### config.mk
export PLATFORM = sky130hd
export DESIGN_NAME = frame_src_mux
export DESIGN_NICKNAME = d
export VERILOG_FILES = /design/src/rtl/frame_src_mux.sv
export SDC_FILE = /design/constraint.sdc
export NUM_CORES = 1
export LEC_CHECK = 0
export ABC_CLOCK_PERIOD_IN_PS = 3300
export CAP_MARGIN = 40
export CORE_MARGIN = 4
export CORE_UTILIZATION = 45
export CTS_CLUSTER_DIAMETER = 30
export CTS_CLUSTER_SIZE = 10
export DETAILED_ROUTE_END_ITERATION = 16
export GPL_ROUTABILITY_DRIVEN = 0
export HOLD_SLACK_MARGIN = 0.1
export PLACE_DENSITY_LB_ADDON = 0.2
export SLEW_MARGIN = 5
export SYNTH_ARGS = -nofsm -noshare
export SYNTH_HDL_FRONTEND = slang
export SYNTH_SLANG_ARGS = --single-unit
### constraint.sdc
create_clock -name clk -period 3.3 [get_ports clk]
set_input_delay 0.66 -clock clk [delete_from_list [all_inputs] [get_ports clk]]
set_output_delay 0.66 -clock clk [all_outputs]
set_load 0.005 [all_outputs]
### src/rtl/frame_src_mux.sv
// Selects one of NUM_SRC synchronous video sources, converts its pixel format to {R,G,B,ALPHA}
// and only changes source or format on frame boundaries. Also checks the pixel count of each frame.
module frame_src_mux #(
    parameter int          NUM_SRC = 4,
    parameter int          SRC_H   = 800,
    parameter int          SRC_V   = 480,
    parameter logic [7:0]  ALPHA   = 8'hFF,
    localparam int         SEL_W   = (NUM_SRC > 1) ? $clog2(NUM_SRC) : 1
) (
    input  logic                  clk,
    input  logic                  rstn,
    input  logic [NUM_SRC-1:0]    src_vs,
    input  logic [NUM_SRC-1:0]    src_de,
    input  logic [24*NUM_SRC-1:0] src_data,
    input  logic [SEL_W-1:0]      sel_req,
    input  logic [1:0]            fmt_req,
    output logic                  out_vs,
    output logic                  out_de,
    output logic [31:0]           out_data,
    output logic [SEL_W-1:0]      cur_sel,
    output logic [1:0]            cur_fmt,
    output logic                  switch_pending,
    output logic [15:0]           frame_cnt,
    output logic                  err_pulse,
    output logic [7:0]            err_cnt
);

    // state    | meaning
    // WAIT_SOF | output blanked, waiting for a start-of-frame on cur_sel
    // ACTIVE   | frames from cur_sel are forwarded with one cycle of latency
    typedef enum logic {WAIT_SOF = 1'b0, ACTIVE = 1'b1} state_t;

    localparam logic [23:0] FRAME_PIX = 24'(SRC_H * SRC_V);

    state_t              state, state_nxt;
    logic [NUM_SRC-1:0]  src_vs_d;
    logic [NUM_SRC-1:0]  sof;
    logic                sof_sel;
    logic                de_sel;
    logic [23:0]         sel_d;
    logic                req_valid;
    logic                pend;
    logic                new_src;
    logic                new_fmt_only;
    logic [SEL_W-1:0]    sel_nxt;
    logic [1:0]          fmt_nxt;
    logic                pass;
    logic                take;
    logic                check;
    logic [23:0]         pix_cnt;
    logic [23:0]         rgb;

    assign sof       = src_vs & ~src_vs_d;
    assign sof_sel   = sof[cur_sel];
    assign de_sel    = src_de[cur_sel];
    assign sel_d     = src_data[24*cur_sel +: 24];

    // Out-of-range source requests are ignored as if nothing were requested.
    assign req_valid    = 32'(sel_req) < NUM_SRC;
    assign pend         = req_valid && ({sel_req, fmt_req} != {cur_sel, cur_fmt});
    assign new_src      = pend && (sel_req != cur_sel);
    assign new_fmt_only = pend && (sel_req == cur_sel);

    always_comb begin
        state_nxt = state;
        sel_nxt   = cur_sel;
        fmt_nxt   = cur_fmt;
        pass      = 1'b0;
        take      = 1'b0;
        check     = 1'b0;
        case (state)
            WAIT_SOF: begin
                if (sof_sel) begin
                    if (new_src) begin
                        sel_nxt = sel_req;
                        fmt_nxt = fmt_req;
                    end else begin
                        if (new_fmt_only) fmt_nxt = fmt_req;
                        state_nxt = ACTIVE;
                        pass      = 1'b1;
                        take      = 1'b1;
                    end
                end
            end
            ACTIVE: begin
                pass = 1'b1;
                if (sof_sel) begin
                    if (new_src) begin
                        // The frame boundary belongs to the old source: drop it and
                        // wait for a later SOF from the new one.
                        sel_nxt   = sel_req;
                        fmt_nxt   = fmt_req;
                        state_nxt = WAIT_SOF;
                        pass      = 1'b0;
                    end else begin
                        if (new_fmt_only) fmt_nxt = fmt_req;
                        take  = 1'b1;
                        check = (pix_cnt != FRAME_PIX);
                    end
                end
            end
            default: state_nxt = WAIT_SOF;
        endcase
    end

    // Conversion uses the format that applies from this cycle on, so a format
    // change takes effect from the SOF cycle of the new frame.
    always_comb begin
        case (fmt_nxt)
            2'd1:    rgb = {3{sel_d[7:0]}};
            2'd2:    rgb = {sel_d[15:11], sel_d[15:13], sel_d[10:5], sel_d[10:9],
                            sel_d[4:0], sel_d[4:2]};
            default: rgb = sel_d;
        endcase
    end

    always_ff @(posedge clk or negedge rstn) begin
        if (!rstn) begin
            state          <= WAIT_SOF;
            src_vs_d       <= '0;
            cur_sel        <= '0;
            cur_fmt        <= 2'd0;
            out_vs         <= 1'b0;
            out_de         <= 1'b0;
            out_data       <= 32'd0;
            switch_pending <= 1'b0;
            frame_cnt      <= 16'd0;
            err_pulse      <= 1'b0;
            err_cnt        <= 8'd0;
            pix_cnt        <= 24'd0;
        end else begin
            state          <= state_nxt;
            src_vs_d       <= src_vs;
            cur_sel        <= sel_nxt;
            cur_fmt        <= fmt_nxt;
            out_vs         <= pass & src_vs[cur_sel];
            out_de         <= pass & de_sel;
            out_data       <= (pass && de_sel) ? {rgb, ALPHA} : 32'd0;
            switch_pending <= pend;
            err_pulse      <= check;
            if (take) frame_cnt <= frame_cnt + 16'd1;
            if (check && (err_cnt != 8'hFF)) err_cnt <= err_cnt + 8'd1;
            // The counter tracks pixels that will appear on out_de one cycle later.
            if (take)
                pix_cnt <= {23'd0, de_sel};
            else if (pass && de_sel && (pix_cnt != 24'hFF_FFFF))
                pix_cnt <= pix_cnt + 24'd1;
        end
    end

endmodule

==> out/metrics.sh <==
TIGHTESTPINTRANSITION_PS=611
WORST_SKEW_PAIR.LATE_LATENCY_PS=350
CLOCKBUFFERDEPTH=2
POST_SYNTHESIS_CELL_COUNT=478
POST_ROUTE_CELLS_DRIVE_ABOVE_1_SHARE_PCT=11.5
YOSYSSEQAREASHARE_PCT=43.2
P_PER_AREA_nW_PER_UM2=730
PEAKVDDDROP_mV=0.531
ANTENNA_VIOLATING_NETS_POST_ROUTE=0
YS_ASYNC_SR_FRACTION_PCT=100
DETAILEDPLACEMENTHPWL_UM=11300
CLKSINKCOUNT=85
CRITPATHMAXFANOUT=18
NETLIST_AREA_SQ_UM=4920
WORSTPATHCELLLIST='clkdlybuf4s50_1, nor2b_1, mux4_2, mux2i_1, inv_1, ha_1, clkinv_1, buf_4, nand2_1, a21oi_1, nor3_1'
END_KIND='flip-flop'
SYNTH_SEQ_CELLS=85
CORE_SQ_UM=10500
PLACEMENT_ROWS=37
SYNTH_CELL_TYPES=53
GRT_OVERFLOW_TOTAL=0
STDCELL_COUNT=789
SYNTH-MAIN-FF-CELL='sky130_fd_sc_hd__dfrtp_1'
PATH_DELAY_FAMILY='buffers and inverters'
DRC=0
POST_CTS_RESIZED=0
CRITICAL-PATH-SLOWEST-CELL='sky130_fd_sc_hd__mux4_2'
OVERALL_VIA_COUNT_FROM_DETAIL_ROUTE=4503
CLOCK_TREE.ROOT_CELL='sky130_fd_sc_hd__clkbuf_8'
MAX_INCR_DELAY_ON_CP_PS=550
DRT_FIRST_ITER_VIOLATIONS=367
FINALCRITPERIODSHARE_PCT=86.6
SYNTHTOPCELLSBYAREA='sky130_fd_sc_hd__dfrtp_1 43%, sky130_fd_sc_hd__mux4_2 12%, sky130_fd_sc_hd__xor2_1 3.2%, sky130_fd_sc_hd__nor2_1 2.9%, sky130_fd_sc_hd__o21ai_0 2.8%'
WORST-SETUP-PATH-TYPE='input pin to flip-flop'
GRT.TOTAL_USAGE_PCT=22.6
AVGSYNTHCELLAREA_SQ_UM=10.3
PIN_COUNT=174
DRT-WIRELENGTH-PER-CELL_UM=18.0
GRT_SETUP_UNREPAIRED='false'
CP.BUFFERS_INVERTERS=4
GRT_PASS1_VIAS=4629
FINALSETUPVIOLCOUNT=0
YOSYSTOPAREACELL='sky130_fd_sc_hd__dfrtp_1'
GRT_START_MAX_NET_PINS=49
POST-SYNTH-TOP-AREA-FRACTION_PCT=43.2
INITIAL_UTILIZATION_PCT=46.9
CRITPATHLAUNCHTYPE='input pin'
VIAS_PER_CELL=5.71
SYN2LAYOUT_AREA_GROWTH_PCT=41.8
FINAL-MAX-SLEW-VIOLATION-COUNT=0
FLOORPLAN.DIE_AREA_SQ_UM=12700
PLACEDCELLCOUNT=773
FILLERS=816
TRITONCTS='built'
MAXCAPVIOLCOUNT=0
SYNTH.YOSYS.WARNINGS=0
CELLLEAKAGEPOWER_uW=0.00288
ANTENNADIODECOUNT=0
DIE_WIDTH_UM=113
FINAL.SETUP.TNS_PS=0
WORSTHOLDPATHTYPE='input pin to asynchronous set/reset pin'
FP.DIEH_UM=113
TIMING.CRITICAL_PATH.REQUIRED_PS=3520
TIMING.SLEW.HEADROOM_PCT=59.0
DP_WORST_SETUP_SLACK_PS=70.0
TRITONCTS.NUM_BUFFERS=9
POST_SYNTH_EDFFS=0
FINAL_NETS=764
DRT_PASS1_ITERATIONS=5
ANTENNA_FOUND_INITIAL=0
POSTCTSHOLDBUFS=0
CTS-HTREE-LEVELS=3
GRT_FIRST_PASS_WIRELENGTH_UM=23200
MAXCLOCKFREQUENCY_MHz=350
WL_UM=14200
CLOCK_SKEW_PS=8.75
POSTLAYOUTCELLAREA_SQ_UM=6980
MAPPEDNETLISTNETS=594
CTS_SETUP_BUFFERS=0
PORT_BUFFERS=173
CTS.REPORTEDPATHS.CLKPINSLEW_PS=100
TIMING.HOLD.WS_PS=315
CP.ARRIVAL_PS=3080
REPORT.FINAL.HOLD_VIOL_COUNT=0
WORST_SETUP_MARGIN_PS=441
POST_DP_CELL_AREA_SQ_UM=6770
TIMING.FINAL.CRIT_PERIOD_PS=2860
STATUS='finished clean'
-- cells in the final DEF, fill, tap and decap left out, types with 17 or more instances in the layout --
master	instances
sky130_fd_sc_hd__o21ai_0	28
sky130_fd_sc_hd__buf_4	18
sky130_fd_sc_hd__dfrtp_1	84
sky130_fd_sc_hd__a21oi_1	21
sky130_fd_sc_hd__clkdlybuf4s50_1	172
sky130_fd_sc_hd__mux4_2	27
sky130_fd_sc_hd__xor2_1	18
sky130_fd_sc_hd__nor4_1	17
sky130_fd_sc_hd__nand2_1	37
sky130_fd_sc_hd__inv_1	22
sky130_fd_sc_hd__nor2_1	38
sky130_fd_sc_hd__nand3_1	19
sky130_fd_sc_hd__nor3_1	27
-- worst register-to-register path, delay by kind of cell, from the launching register on --
| family | cells | cell delay [ps] |
|---|---|---|
| DFF | 1 | 490 |
| buffers and inverters | 3 | 370 |
| adders and majority gates | 1 | 290 |
| and+or+nand+nor | 2 | 190 |
| AOI/OAI and AO/OA | 1 | 180 |
| muxes | 2 | 860 |
-- flip-flops by register name (all words and copies together), names as in the netlist --
name	flops
err_cnt	8
pix_cnt	24
out_data	25
cur_fmt	2
state	1
src_vs_d	4
err_pulse	1
frame_cnt	16
cur_sel	2
switch_pending	1
out_vs	1
-- per-stage QoR --
step	power [uW]	utilization [%]
2_1_floorplan	3220	-
4_1_cts	5120	66.4
6_report	5100	66.4
3_5_place_dp	4330	64.5
3_3_place_gp	4260	64.5
5_1_grt	5480	66.4
-- worst paths after layout --
check / from / cells after the start / slack [ps] / end
worst max-delay path: src_vs[3] / 11 / 440 / out_data[27]
worst min-delay path: rstn / 1 / 310 / pix_cnt[17]
worst max register to register: cur_sel[0] / 9 / 810 / out_data[27]
worst min register to register: frame_cnt[15] / 1 / 470 / frame_cnt[15]
max in group asynchronous: rstn / 2 / 2280 / pix_cnt[13]
min in group clk: frame_cnt[15] / 1 / 470 / frame_cnt[15]
-- layer usage --
metal	wire length, um	track usage [%]
met1	5660	28.7
met2	7170	38.3
met3	1170	6.47
met4	215	5.21
met5	0	0
-- cells in the mapped netlist, types with 2 or more instances --
master and number:
sky130_fd_sc_hd__nand2_1 37, sky130_fd_sc_hd__inv_1 22, sky130_fd_sc_hd__mux4_2 27, sky130_fd_sc_hd__o211a_1 2, sky130_fd_sc_hd__nor2b_1 6, sky130_fd_sc_hd__buf_2 7
sky130_fd_sc_hd__o21ai_0 28, sky130_fd_sc_hd__a221oi_1 2, sky130_fd_sc_hd__and2_1 5, sky130_fd_sc_hd__a31oi_1 5, sky130_fd_sc_hd__nand3_1 19, sky130_fd_sc_hd__a211o_1 2
sky130_fd_sc_hd__nor3_1 27, sky130_fd_sc_hd__nor3b_1 3, sky130_fd_sc_hd__or4_1 3, sky130_fd_sc_hd__dfrtp_1 85, sky130_fd_sc_hd__nor2_1 38, sky130_fd_sc_hd__o31a_1 5
sky130_fd_sc_hd__xnor2_1 7, sky130_fd_sc_hd__o22ai_1 6, sky130_fd_sc_hd__o31ai_1 2, sky130_fd_sc_hd__a221o_1 5, sky130_fd_sc_hd__clkbuf_1 11, sky130_fd_sc_hd__nor4_1 17
sky130_fd_sc_hd__xor2_1 18, sky130_fd_sc_hd__and3_1 9, sky130_fd_sc_hd__nand4_1 9, sky130_fd_sc_hd__mux2i_1 3, sky130_fd_sc_hd__buf_4 10, sky130_fd_sc_hd__a21oi_1 21
sky130_fd_sc_hd__o21ai_1 3, sky130_fd_sc_hd__o21a_1 2, sky130_fd_sc_hd__and4_1 2, sky130_fd_sc_hd__ha_1 6, sky130_fd_sc_hd__mux2_2 4, sky130_fd_sc_hd__buf_6 2
sky130_fd_sc_hd__or3_1 2
-- logic make-up after synthesis --
family | share of synthesized area [%]
compound gates | 12.1
mux | 14.3
xor+xnor | 4.45
fa+ha+maj | 1.52
buf+inv | 5.44
simple gates | 18.9
flops | 43.2
-- power breakdown --
| part | internal, uW | switching (uW) |
|---|---|---|
| clock network | 361 | 404 |
| logic | 1380 | 1420 |
| registers | 1290 | 246 |
-- area by class of cell --
type | instances | area (sq um) | share of cell area [%]
repair buffers | 190 | 1860 | 26.6
clock buffers | 9 | 124 | 1.77
clock inverters | 7 | 81.3 | 1.17
flip-flops and latches | 85 | 2130 | 30.5
well taps | 136 | 170 | 2.44
inverters | 24 | 90.1 | 1.29
multi-input cells | 338 | 2530 | 36.2
Power figures use the tool's default switching activity.
